**config.mk**
```make
export PLATFORM = sky130hd
export DESIGN_NAME = led_channel_animator
export DESIGN_NICKNAME = d
export VERILOG_FILES = /design/src/rtl/led_channel_animator.sv
export SDC_FILE = /design/constraint.sdc
export NUM_CORES = 1
export LEC_CHECK = 0
export CAP_MARGIN = 0
export CORE_ASPECT_RATIO = 0.8
export CORE_MARGIN = 2
export CORE_UTILIZATION = 56
export CTS_CLUSTER_DIAMETER = 40
export DETAILED_ROUTE_END_ITERATION = 8
export PLACE_DENSITY = 0.89
export SYNTH_ARGS = -nofsm -noshare
export SYNTH_HDL_FRONTEND = slang
export SYNTH_SLANG_ARGS = --single-unit
export TNS_END_PERCENT = 100
```
**constraint.sdc**
```tcl
create_clock -name clk -period 5.85 [get_ports clk]
set_input_delay 1.4625 -clock clk [delete_from_list [all_inputs] [get_ports clk]]
set_output_delay 1.4625 -clock clk [all_outputs]
set_load 0.01 [all_outputs]
```
**src/rtl/led_channel_animator.sv**
```systemverilog
// ---------------------------------------------------------------------------
// led_channel_animator
//
// Drives NUM_CH LED groups of LED_W bits each. The lowest-indexed requested
// channel animates one step every TICK_CYCLES clocks in one of four modes
// (rotate-left, rotate-right, blink, bounce); every other channel shows the
// IDLE pattern (bit 0 lit only).
//
// Ports:
//   clk           in   system clock, rising edge
//   rst           in   asynchronous reset, active-high
//   ch_sel        in   [NUM_CH]  channel request lines, lowest set index wins
//   mode          in   [2]       00 rotl, 01 rotr, 10 blink, 11 bounce
//   leds          out  [NUM_CH*LED_W] channel c at [c*LED_W +: LED_W], 1 = lit
//   active_valid  out  a channel is currently animating
//   active_idx    out  [IDX_W]   animating channel index, 0 when none
//   tick          out  one-cycle pulse after each animation step
// ---------------------------------------------------------------------------
module led_channel_animator #(
    parameter int TICK_CYCLES = 50_000_000,
    parameter int CNT_W       = 26,
    parameter int NUM_CH      = 7,
    parameter int LED_W       = 4,
    parameter int IDX_W       = 3
) (
    input  logic                    clk,
    input  logic                    rst,
    input  logic [NUM_CH-1:0]       ch_sel,
    input  logic [1:0]              mode,
    output logic [NUM_CH*LED_W-1:0] leds,
    output logic                    active_valid,
    output logic [IDX_W-1:0]        active_idx,
    output logic                    tick
);

    typedef enum logic [1:0] {
        MODE_ROTL   = 2'b00,
        MODE_ROTR   = 2'b01,
        MODE_BLINK  = 2'b10,
        MODE_BOUNCE = 2'b11
    } mode_e;

    typedef enum logic {
        DIR_LEFT  = 1'b0,
        DIR_RIGHT = 1'b1
    } dir_e;

    localparam logic [LED_W-1:0] IDLE     = LED_W'(1);
    localparam logic [CNT_W-1:0] CNT_LAST = CNT_W'(TICK_CYCLES - 1);

    // Elaboration-time parameter sanity checks.
    if (TICK_CYCLES < 2)                  $error("TICK_CYCLES must be >= 2");
    if ((2.0 ** CNT_W) < TICK_CYCLES)     $error("CNT_W too small for TICK_CYCLES");
    if (NUM_CH < 1)                       $error("NUM_CH must be >= 1");
    if (LED_W < 2)                        $error("LED_W must be >= 2");
    if ((2.0 ** IDX_W) < NUM_CH)          $error("IDX_W too small for NUM_CH");

    logic [CNT_W-1:0] r_cnt;
    logic             r_tick;
    logic             r_active_valid;
    logic [IDX_W-1:0] r_active_idx;
    mode_e            r_mode_q;
    dir_e             r_dir;
    // Only the active channel can ever differ from IDLE, so one pattern
    // register stands in for all channels; the others are IDLE by construction.
    logic [LED_W-1:0] r_pat;

    logic             w_sel_valid;
    logic [IDX_W-1:0] w_sel_idx;
    logic             w_reload;
    logic             w_step;

    // Priority encoder: scan downwards so the lowest set bit is the last write.
    always_comb begin
        // NOTE: every always_comb output gets a default first so no path
        // leaves it unassigned, which would infer a latch.
        w_sel_idx = '0;
        for (int c = NUM_CH - 1; c >= 0; c--) begin
            if (ch_sel[c]) begin
                w_sel_idx = IDX_W'(c);
            end
        end
    end

    assign w_sel_valid = |ch_sel;

    // Any change in selection or mode restarts the animation from IDLE.
    assign w_reload = (w_sel_valid != r_active_valid) ||
                      (w_sel_idx   != r_active_idx)   ||
                      (mode        != r_mode_q);

    // Reload wins over a step landing on the same edge.
    assign w_step = (r_cnt == CNT_LAST) && r_active_valid && !w_reload;

    always_ff @(posedge clk or posedge rst) begin
        if (rst) begin
            r_cnt          <= '0;
            r_tick         <= 1'b0;
            r_active_valid <= 1'b0;
            r_active_idx   <= '0;
            r_mode_q       <= MODE_ROTL;
            r_dir          <= DIR_LEFT;
            r_pat          <= IDLE;
        end else begin
            // NOTE: non-blocking assignments so every right-hand side below
            // reads the pre-edge value, regardless of statement order.
            r_tick <= w_step;

            if (w_reload || r_cnt == CNT_LAST) begin
                r_cnt <= '0;
            end else begin
                r_cnt <= r_cnt + 1'b1;
            end

            if (w_reload) begin
                r_active_valid <= w_sel_valid;
                r_active_idx   <= w_sel_idx;
                r_mode_q       <= mode_e'(mode);
                r_dir          <= DIR_LEFT;
                r_pat          <= IDLE;
            end else if (w_step) begin
                unique case (r_mode_q)
                    MODE_ROTL:  r_pat <= {r_pat[LED_W-2:0], r_pat[LED_W-1]};
                    MODE_ROTR:  r_pat <= {r_pat[0], r_pat[LED_W-1:1]};
                    MODE_BLINK: r_pat <= ~r_pat;
                    MODE_BOUNCE: begin
                        // Direction flips on the step that lands on an end bit,
                        // so the lit bit never wraps around.
                        if (r_dir == DIR_LEFT) begin
                            r_pat <= r_pat << 1;
                            if (r_pat[LED_W-2]) r_dir <= DIR_RIGHT;
                        end else begin
                            r_pat <= r_pat >> 1;
                            if (r_pat[1]) r_dir <= DIR_LEFT;
                        end
                    end
                endcase
            end
        end
    end

    // Fan the active pattern out to its channel; all others show IDLE.
    always_comb begin
        leds = '0;
        for (int c = 0; c < NUM_CH; c++) begin
            if (r_active_valid && r_active_idx == IDX_W'(c)) begin
                leds[c*LED_W +: LED_W] = r_pat;
            end else begin
                leds[c*LED_W +: LED_W] = IDLE;
            end
        end
    end

    assign active_valid = r_active_valid;
    assign active_idx   = r_active_idx;
    assign tick         = r_tick;

endmodule

```
* After elaboration in Yosys (flattened, before gate mapping)
Index checks and enable logic that the tools add are counted.
Widths: inputs -> output; s select.
** Cells by class
- Add/subtract/negate cells :: 1
- $mul :: 0
- Divide/modulo/power cells :: 0
- Magnitude comparators :: 0
- Eq/ne operators :: 13
- Shift operators :: 0
- Mux-type cells :: 25
- Bitwise operators :: 1
- Reductions and logical operators :: 19
** Operators with widths (count)
- $mux 4 :: 10
- $add 26x1->26 const B :: 1
- $eq 26x26->1 const B :: 1
- $mux 26 :: 1
- $mux 3 :: 7
- $pmux 4 s4 :: 1
- $eq 3x3->1 const B :: 3
- $logic_and 1x1->1 :: 9
- $reduce_or 7->1 :: 1
- $eq 3x2->1 const B :: 2
- $mux 1 :: 6
- $eq 2x2->1 const B :: 2
- $not 4->4 :: 1
- $reduce_bool 2->1 :: 2
- $eq 3x1->1 const B :: 1
- $logic_not 3->1 :: 1
- $logic_or 1x1->1 :: 3
- $ne 3x3->1 :: 1
- $eq 2x1->1 const B :: 1
- $logic_not 2->1 :: 1
- $ne 2x2->1 :: 1
- $reduce_and 2->1 :: 1
- $logic_not 1->1 :: 1
- $ne 1x1->1 :: 1
** Word-level totals
- Flip-flop bits (word level) :: 38
- Bits in latches :: 0
- RAM bits :: 0
- Memory bits (read-only) :: 0
- Output and inout port bits :: 33
- Logic and storage cells :: 66
- Memories kept :: 0

* Longest topological paths before layout
Gate-level depths: netlist of the first run.
- Depth in word-level cells :: 14
- Mapped depth :: 7
- Mapped depth without buffers :: 6

* Worst setup path before layout of the first run
No wires, ideal clock.
- Kind :: input to register
- Start :: in ch_sel[3]
- End :: reg r_pat[0]
- Library setup time :: 0.082 ns
- Arrival time :: 3.040 ns
- Data required time :: 5.768 ns
- Path slack :: 2.728 ns
- Stages :: 5
- Path buffers :: 0
- Cells stage by stage :: or4_1 -> or3_1 -> a31oi_1 -> nand3_1 -> a211o_2
** Between the ends
- Word-level cells in the longest chain between the ends :: 10
- Elaborated cells between the ends (all ways) :: 13
- Classes of those cells :: 2 x eq/ne; 5 x mux; 6 x reduce/logical
** RTL lines
- start: declaration :: line 28 : input logic [NUM_CH-1:0] ch_sel,
- $mux 3 (4 in series) :: line 79 : if (ch_sel[c]) begin
- $ne 3x3->1 :: line 89 : (w_sel_idx != r_active_idx) ||
- $logic_or 1x1->1 * :: line 88 : assign w_reload = (w_sel_valid != r_active_valid) ||
- $logic_or 1x1->1 * :: line 89
- $logic_not 1->1 :: line 93 : assign w_step = (r_cnt == CNT_LAST) && r_active_valid && !w_reload;
- $logic_and 1x1->1 :: line 93
- $reduce_bool 2->1 (no source line)
- end signal: assignment :: line 123 : MODE_ROTL: r_pat <= {r_pat[LED_W-2:0], r_pat[LED_W-1]};
- end signal: assignment :: line 124 : MODE_ROTR: r_pat <= {r_pat[0], r_pat[LED_W-1:1]};
- end signal: assignment :: line 125 : MODE_BLINK: r_pat <= ~r_pat;
- end: declaration :: line 66 : logic [LED_W-1:0] r_pat;
Every way passes the cells marked *; elsewhere a longest branch is shown, timed or not.
A chain may end at the register's enable or synchronous reset.

* Worst setup path after layout of the first run
- Start :: in ch_sel[3]
- End :: reg r_cnt[18]
** Between the ends
- Word-level cells in the longest chain between the ends :: 9
- Elaborated cells between the ends (all ways) :: 11
- Classes of those cells :: 2 x eq/ne; 5 x mux; 4 x reduce/logical
** RTL lines
- $mux 3 (4 in series) :: line 79
- $ne 3x3->1 :: line 89
- $logic_or 1x1->1 * :: line 88
- $logic_or 1x1->1 * :: line 89
- $logic_or 1x1->1 * :: line 109 : if (w_reload || r_cnt == CNT_LAST) begin
- $mux 26 * :: line 109
- end signal: assignment :: line 112 : r_cnt <= r_cnt + 1'b1;
- end: declaration :: line 58 : logic [CNT_W-1:0] r_cnt;
Marked as above.

==> flow_summary.toml, run 1 <==
[grt]
antenna_found_initial = 0
grt-ovfl-total = 0
grt_start_max_net_pins = 39
grt.total_usage = 0.256
grt_pass1_vias = 1903
grt_pass1_wl_mm = 8.83

[detailed_routing]
first_iter_violations = 113
drt-wirelength-per-cell_um = 14.4
viasPerCell = 5.57
drc = 0
ant_nets = 0
first_pass_iters = 4
vias = 1995
wl_mm = 5.14

[worst_setup_path]
crit_type = "input port to flip-flop"
crit_end = "r_cnt[18]"
setup.worst_path.start_class = "input port"
critPathCaptureType = "flip-flop"
cpMaxStageDelayCell = "or4_1"
r2r-end = "r_cnt[20]"
slowest_delay_ns = 0.59
crit_arrival_ns = 3.91
setup.worst_path.start = "ch_sel[3]"
cp_max_fo = 25
path_cells = "clkdlybuf4s50_1 > or4_1 > or3_1 > a31oi_1 > nand4_2 > nor2_1"
ff2ff_setup_slack_ns = 3.32
cp.required_ns = 6.05
regToRegStartpoint = "r_cnt[0]"
r2r_cells = 6

[layout]
layout_common_cells = "nor2_1 (47), clkdlybuf4s50_1 (43), dfrtp_1 (37)"
final_common_cell = "nor2_1"
n_antenna_cell = 0
area_delta_synth_final_pct = 24.0
utilization = 0.732
drive_above_1_share = 0.0561
finalNetCount = 314

[clock_tree]
clock_latency_ns = 0.29
ctsHoldBuffers = 0
cts_resized = 0
cts_tree = "built"
clk_root_buffer_cell = "clkbuf_8"
h-tree-depth = 2
cts_sinks = 38
clk_path_buf_depth = 2
post-cts-setup-buffers = 0
cts_inserted_buffers = 5
path_clk_slew_ns = 0.07

[sta]
slew_headroom = 0.229
tns_ns = 0
final_hold_viol_count = 0
worstMarginPinSlew_ns = 1.15
fmax_mhz = 270
grt_setup_unrepaired = "no"
period_minus_slack_ns = 3.70
final.setup_skew_ns = 0.00707
setup_viol = 0
period_share = 0.633
slew_viol_final = 0

[synth]
synth-main-ff-cell = "dfrtp_1"
seq_area_frac_synth = 0.419
synth_seq_cells = 38
syn_inst = 264
syn_avg_cell_area_um2 = 8.62
yosysWarnings = 0
synth-async-reset-ratio = 1.00
synth.distinct_cells = 38
synth_edf_count = 0
syn_nets = 276
netlist_area_um2 = 2270

[floorplan]
start_util = 0.590
rows = 20
die_y_um = 61.0
core-area_um2 = 3850
dieArea_um2 = 4590
die_width_um = 75.3
ioPinCount = 44

[worst_hold_path]
hold_path.class = "flip-flop to flip-flop"

[place]
place_hpwl_mm = 3.76
gp_congestion = 0.826
port_buffers = 43

[status]
status = "completed"

[power_and_ir_drop]
powerDensity_nw_per_um2 = 175
p_leak_nw = 1.09
peakVddDrop_mv = 0.197

[job]
cap_violations = 0
-- worst max-delay path, delay by kind of cell --
kind / cells / cell delay (ns)
buffers and inverters: 1 / 0.46
and+or+nand+nor: 4 / 1.76
AOI/OAI and AO/OA: 1 / 0.21
-- routing by layer --
metal | global-route usage | vias up | share of wire
met5 | 0 | - | 0
met4 | 0.0576 | 0 | 0.0082
met2 | 0.405 | 44 | 0.46
met1 | 0.358 | 964 | 0.48
li1 | - | 981 | -
met3 | 0.0664 | 6 | 0.044
-- power by group --
part | switching, W | leakage, nW | internal (W) | total, W
logic | 0.0000237 | 0.526 | 0.0000166 | 0.0000403
registers | 0.00000471 | 0.515 | 0.000265 | 0.000270
clock network | 0.0000867 | 0.0455 | 0.0000960 | 0.000183
total | 0.000115 | 1.09 | 0.000378 | 0.000493
-- area by class of cell --
cell class                 count  area, um2
inverter                       5       18.8
timing repair buffer          44        438
clock buffer                   8       90.1
tap                           55       68.8
sequential                    38        952
fill                         310       1030
multi-input combinational    208       1250
-- flip-flops by register name, indices dropped and copies added (netlist names) --
name          cells
r_cnt            26
r_pat             4
active_idx        3
r_mode_q          2
active_valid      1
r_dir             1
tick              1
-- how the worst min path moves through the flow --
| stage | from | to | slack [ns] | cells after the start |
|---|---|---|---|---|
| 3_3_place_gp | r_cnt[0] | r_cnt[0] | 0.48 | 1 |
| 4_1_cts | r_cnt[0] | r_cnt[0] | 0.49 | 1 |
| 3_5_place_dp | r_cnt[0] | r_cnt[0] | 0.48 | 1 |
| 5_1_grt | r_cnt[0] | r_cnt[0] | 0.52 | 1 |
| 2_1_floorplan | r_cnt[0] | r_cnt[0] | 0.45 | 1 |
| 6_report | r_cnt[0] | r_cnt[0] | 0.48 | 1 |
-- cell usage after synthesis (5+ instances only) --
cell / instances / area share
and2_1: 22 / 0.061
clkbuf_1: 11 / 0.018
dfrtp_1: 37 / 0.41
inv_1: 5 / 0.0083
nand2_1: 19 / 0.031
nand2b_1: 7 / 0.019
nand3_1: 15 / 0.033
nand4_1: 11 / 0.030
nor2_1: 47 / 0.078
nor3_1: 7 / 0.015
nor4_1: 5 / 0.014
or3_1: 6 / 0.017
xnor2_1: 11 / 0.042
xor2_1: 17 / 0.065
-- through the flow --
stage          cell area [um2]  setup slack (ns)  hold slack [ns]  power [W]  cells
2_1_floorplan             2270              2.73            0.455   0.000298    264
3_3_place_gp              2730              1.93            0.477   0.000314    350
3_5_place_dp              2730              1.83            0.480   0.000315    350
4_1_cts                   2820              2.13            0.490   0.000495    358
5_1_grt                   2820              1.97            0.518   0.000513    358
6_report                  2820              2.15            0.484   0.000493    358
-- cell families (layout without fill, tap and decap cells) --
logic type | Yosys count | in the layout | synth area share
adder cells (fa/ha/maj) | 1 | 1 | 0.00550
XOR/XNOR | 28 | 28 | 0.108
flip-flops | 38 | 38 | 0.419
buffers and inverters | 18 | 57 | 0.0308
AND/OR/NAND/NOR | 161 | 161 | 0.376
multiplexers | 3 | 3 | 0.0132
AO/OA/AOI/OAI | 15 | 15 | 0.0484
Power figures use the tool's default switching activity.
==> run 2, diff against run 1 <==
--- a/config.mk
+++ b/config.mk
@@ -8,10 +8,10 @@
 export CAP_MARGIN = 0
 export CORE_ASPECT_RATIO = 0.8
 export CORE_MARGIN = 2
-export CORE_UTILIZATION = 56
+export CORE_UTILIZATION = 47
 export CTS_CLUSTER_DIAMETER = 40
 export DETAILED_ROUTE_END_ITERATION = 8
-export PLACE_DENSITY = 0.89
+export PLACE_DENSITY = 0.8
 export SYNTH_ARGS = -nofsm -noshare
 export SYNTH_HDL_FRONTEND = slang
 export SYNTH_SLANG_ARGS = --single-unit
==> constraint.sdc (replaced) <==
create_clock -name clk -period 3.3 [get_ports clk]
set_input_delay 0.825 -clock clk [delete_from_list [all_inputs] [get_ports clk]]
set_output_delay 0.825 -clock clk [all_outputs]
set_load 0.01 [all_outputs]
==> run 2 against run 1 <==
Critical path depth decreased by 2. Clock skew increased by 0.0052 ns. Wire length grew 0.54%. Largest cell class unchanged. Sequential cell count unchanged. Core utilization down 11 points. Via count down 2.8%. Hold slack improved by 0.0083 ns. Sequential power is 77% higher. Clock power rose by 85%.
==> flow_summary.toml, run 2 (same netlist as run 1, synthesis figures left out) <==
[clock_tree]
clock_latency_ns = 0.30
cts_tree = "built"
cts_resized = 0
cts_sinks = 38
clk_path_buf_depth = 2
path_clk_slew_ns = 0.08
ctsHoldBuffers = 0
cts_inserted_buffers = 5
h-tree-depth = 2
clk_root_buffer_cell = "clkbuf_8"
post-cts-setup-buffers = 0

[layout]
n_antenna_cell = 0
fillCellCount = 393
layout_common_cells = "nor2_1 (47), clkdlybuf4s50_1 (43), dfrtp_1 (37)"
drive_above_1_share = 0.0719
final_common_cell = "nor2_1"
top_register = "r_cnt"
area_delta_synth_final_pct = 25.5
largest_register_ffs = 26
finalNetCount = 317
finalInstanceArea_um2 = 2850

[detailed_routing]
viasPerCell = 5.30
vias = 1939
drc = 0
wl_mm = 5.17
first_iter_violations = 132
first_pass_iters = 4
drt-wirelength-per-cell_um = 14.1
ant_nets = 0

[sta]
final.setup_skew_ns = 0.0123
grt_setup_unrepaired = "no"
worstMarginPinSlew_ns = 1.07
period_minus_slack_ns = 2.87
final_hold_viol_count = 0
slew_headroom = 0.283
tns_ns = 0
period_share = 0.870
fmax_mhz = 348
slew_viol_final = 0
setup_viol = 0

[floorplan]
dieArea_um2 = 5420
rows = 22
start_util = 0.492
die_y_um = 66.2
ioPinCount = 44
core-area_um2 = 4620
die_width_um = 81.8

[worst_setup_path]
r2r_cells = 6
slowest_delay_ns = 0.54
crit_end = "leds[2]"
setup.worst_path.start = "active_idx[2]"
cpMaxStageDelayCell = "clkdlybuf4s50_1"
path_cells = "nand2b_1 > nor3_1 > and2_1 > clkdlybuf4s50_1"
ff2ff_setup_slack_ns = 0.86
crit_arrival_ns = 2.05
setup.worst_path.start_class = "flip-flop"
cp_max_fo = 8
cp.required_ns = 2.47
critPathCaptureType = "output port"
regToRegStartpoint = "r_cnt[0]"
crit_type = "flip-flop to output port"
r2r-end = "r_dir"

[grt]
grt.total_usage = 0.216
grt-ovfl-total = 0
grt_pass1_vias = 1780
antenna_found_initial = 0
grt_pass1_wl_mm = 8.84
grt_start_max_net_pins = 39

[power_and_ir_drop]
p_leak_nw = 1.10
powerDensity_nw_per_um2 = 312
peakVddDrop_mv = 0.250

[place]
place_area_um2 = 2760
place_hpwl_mm = 3.67
port_buffers = 43
gp_congestion = 0.846

[status]
status = "completed"

[job]
cap_violations = 0

[worst_hold_path]
hold_path.class = "flip-flop to flip-flop"
run 2: changes by cell type in the layout (fill, tap and decap cells not counted):
cell        delta
clkinvlp_4     +1
clkbuf_1       -2
buf_4          +3
clkinv_2       +1
run 2: routing by layer:
metal	vias to the layer above	wire length, um	track usage
met5	-	0	0
met4	0	33	0.0604
met3	4	226	0.0533
met2	40	2300	0.311
met1	915	2610	0.319
li1	980	-	-
run 2: worst min-delay path by stage:
stage / startpoint / end / cells after the start
floorplan: r_cnt[0] / r_cnt[0] / 1
global placement: r_cnt[0] / r_cnt[0] / 1
detailed placement: r_cnt[0] / r_cnt[0] / 1
CTS: r_cnt[0] / r_cnt[0] / 1
global route: r_cnt[0] / r_cnt[0] / 1
finish: r_cnt[0] / r_cnt[0] / 1
run 2: cell type report:
cell class / instances / area [um2] / area share
repair buffers: 47 / 460 / 0.161
multi-input cells: 208 / 1250 / 0.439
inverters: 5 / 18.8 / 0.00658
clock inverters: 2 / 12.5 / 0.00438
clock buffers: 6 / 82.6 / 0.0289
well taps: 60 / 75.1 / 0.0263
flip-flops and latches: 38 / 952 / 0.334
run 2: critical path: cells and delay by family (launching register included):
| kind | cells | cell delay (ns) |
|---|---|---|
| buffers and inverters | 1 | 0.54 |
| DFF | 1 | 0.42 |
| and+or+nand+nor | 3 | 0.81 |
run 2: metrics by stage:
| step | hold WS (ns) | worst slack (ns) | util | std cells | power, W |
|---|---|---|---|---|---|
| 2_1_floorplan | 0.455 | 0.815 | - | 264 | 0.000529 |
| 3_3_place_gp | 0.472 | 0.356 | 0.597 | 358 | 0.000558 |
| 3_5_place_dp | 0.486 | 0.309 | 0.597 | 358 | 0.000561 |
| 4_1_cts | 0.497 | 0.435 | 0.617 | 366 | 0.000897 |
| 5_1_grt | 0.516 | 0.207 | 0.617 | 366 | 0.000929 |
| 6_report | 0.492 | 0.429 | 0.617 | 366 | 0.000889 |
run 2: report_power, final:
part / leakage [nW] / switching (W) / total (W) / internal, W
logic: 0.540 / 0.0000411 / 0.0000726 / 0.0000315
clock network: 0.0472 / 0.000170 / 0.000338 / 0.000168
registers: 0.515 / 0.00000898 / 0.000479 / 0.000470
==> run 3, diff against run 2 <==
--- a/config.mk
+++ b/config.mk
@@ -12,6 +12,7 @@
 export CTS_CLUSTER_DIAMETER = 40
 export DETAILED_ROUTE_END_ITERATION = 8
 export PLACE_DENSITY = 0.8
+export SETUP_SLACK_MARGIN = 0.3
 export SYNTH_ARGS = -nofsm -noshare
 export SYNTH_HDL_FRONTEND = slang
 export SYNTH_SLANG_ARGS = --single-unit
==> run 3 against run 2 <==
Sequential power hardly changed. Hold slack hardly changed. Wire length is 0.19% higher. Die area stayed put. Clock power hardly changed. Final cell count stayed put. Combinational power hardly changed. Global-route usage stayed put. Highest routed layer unchanged.
==> flow_summary.toml, run 3 (same netlist as run 1, synthesis figures left out) <==
[status]
status = "completed"

[layout]
drive_above_1_share = 0.0752
area_delta_synth_final_pct = 25.7
finalNetCount = 317
n_antenna_cell = 0
layout_common_cells = "nor2_1 (47), clkdlybuf4s50_1 (43), dfrtp_1 (37)"
fillCellCount = 392
top_register = "r_cnt"
multi_input_area_um2 = 1260
largest_register_ffs = 26
finalInstanceArea_um2 = 2860
regArea_um2 = 952
final_common_cell = "nor2_1"

[clock_tree]
h-tree-depth = 2
clk_path_buf_depth = 2
cts_tree = "built"
clock_latency_ns = 0.30
cts_inserted_buffers = 5
path_clk_slew_ns = 0.08
cts_sinks = 38
clk_root_buffer_cell = "clkbuf_8"

[grt]
grtUsageMet1 = 0.319
grt_pass1_wl_mm = 8.84
grt-ovfl-total = 0
globalRouteMet3Util = 0.0533
antenna_found_initial = 0
top_usage_layer = "met1"
grt.total_usage = 0.216
gr-usage-met2 = 0.311
grt_start_max_net_pins = 39
grt_pass1_vias = 1780

[detailed_routing]
drc = 0
wl_mm = 5.18
first_pass_iters = 4
drt-wirelength-per-cell_um = 14.2
first_iter_violations = 138
viasPerCell = 5.31
vias = 1942
ant_nets = 0

[floorplan]
ioPinCount = 44
die_width_um = 81.8
start_util = 0.492
rows = 22
die_y_um = 66.2
core-area_um2 = 4620
dieArea_um2 = 5420

[sta]
fmax_mhz = 357
period_minus_slack_ns = 2.80
worstMarginPinSlew_ns = 1.07
slew_viol_final = 0
slew_headroom = 0.283
final_hold_viol_count = 0
setup_ws_ns = 0.496
setup_viol = 0
tns_ns = 0
final.setup_skew_ns = 0.0114
grt_setup_unrepaired = "no"
period_share = 0.850

[power_and_ir_drop]
peakVddDrop_mv = 0.250
powerDensity_nw_per_um2 = 311
p_leak_nw = 1.10

[place]
place_hpwl_mm = 3.67
port_buffers = 43
place_area_um2 = 2760
gp_congestion = 0.846
dp_slack_ns = 0.309

[worst_hold_path]
hp-start = "r_cnt[0]"
worstHoldPathCells = 1
hold_path.class = "flip-flop to flip-flop"
hold_end = "r_cnt[0]"

[worst_setup_path]
critPathCaptureType = "output port"
regToRegStartpoint = "r_cnt[0]"
r2r-end = "r_dir"
r2r_cells = 6
cp.required_ns = 2.47
crit_arrival_ns = 1.98
cp_max_fo = 6
ff2ff_setup_slack_ns = 0.86
setup.worst_path.start_class = "flip-flop"
crit_type = "flip-flop to output port"

[job]
cap_violations = 0
-- run 3: cell counts in the layout (fill, tap and decap cells not counted) --
Identical to the previous run, type by type.
-- run 3: routing by layer --
| layer | vias up | routed length [um] |
|---|---|---|
| met2 | 41 | 2300 |
| li1 | 979 | - |
| met4 | 0 | 33 |
| met5 | - | 0 |
| met3 | 4 | 226 |
| met1 | 918 | 2620 |
-- run 3: critical path, cell delays in order, from the launching register on --
cell and delay [ns]:
dfrtp_1 0.46, nand2_1 0.19, nor3_1 0.32, and2_1 0.18, clkdlybuf4s50_1 0.53
-- run 3: cell type report --
type,count,share of cell area
tap,60,0.0263
multi-input combinational,208,0.440
sequential,38,0.333
inverter,5,0.00656
clock buffer,6,0.0289
clock inverter,2,0.00438
timing repair buffer,47,0.161
-- run 3: worst max-delay path by stage --
stage,start,end,slack [ns]
3_3_place_gp,ch_sel[3],r_cnt[12],0.36
6_report,active_valid,leds[19],0.50
3_5_place_dp,ch_sel[3],r_cnt[5],0.31
4_1_cts,active_idx[2],leds[3],0.43
2_1_floorplan,ch_sel[3],r_pat[0],0.82
5_1_grt,active_valid,leds[18],0.31
-- run 3: report_power, final --
| part | total, W | leakage (nW) | internal, W | switching (W) |
|---|---|---|---|---|
| logic | 0.0000729 | 0.541 | 0.0000319 | 0.0000410 |
| clock network | 0.000337 | 0.0472 | 0.000168 | 0.000169 |
| registers | 0.000479 | 0.515 | 0.000470 | 0.00000915 |
-- run 3: timing repair --
action	in CTS	in global routing
setup buffers	0	0
endpoints found under the setup margin	0	3
resized for setup	0	1
hold buffers	0	0
-- run 3: per-stage QoR --
stage                     cells  utilization  total power (W)  hold WS (ns)
after floorplan             264            -         0.000529         0.455
after global placement      358        0.597         0.000558         0.472
after detailed placement    358        0.597         0.000561         0.486
after CTS                   366        0.617         0.000897         0.497
after global routing        366        0.618         0.000930         0.516
final                       366        0.618         0.000889         0.492
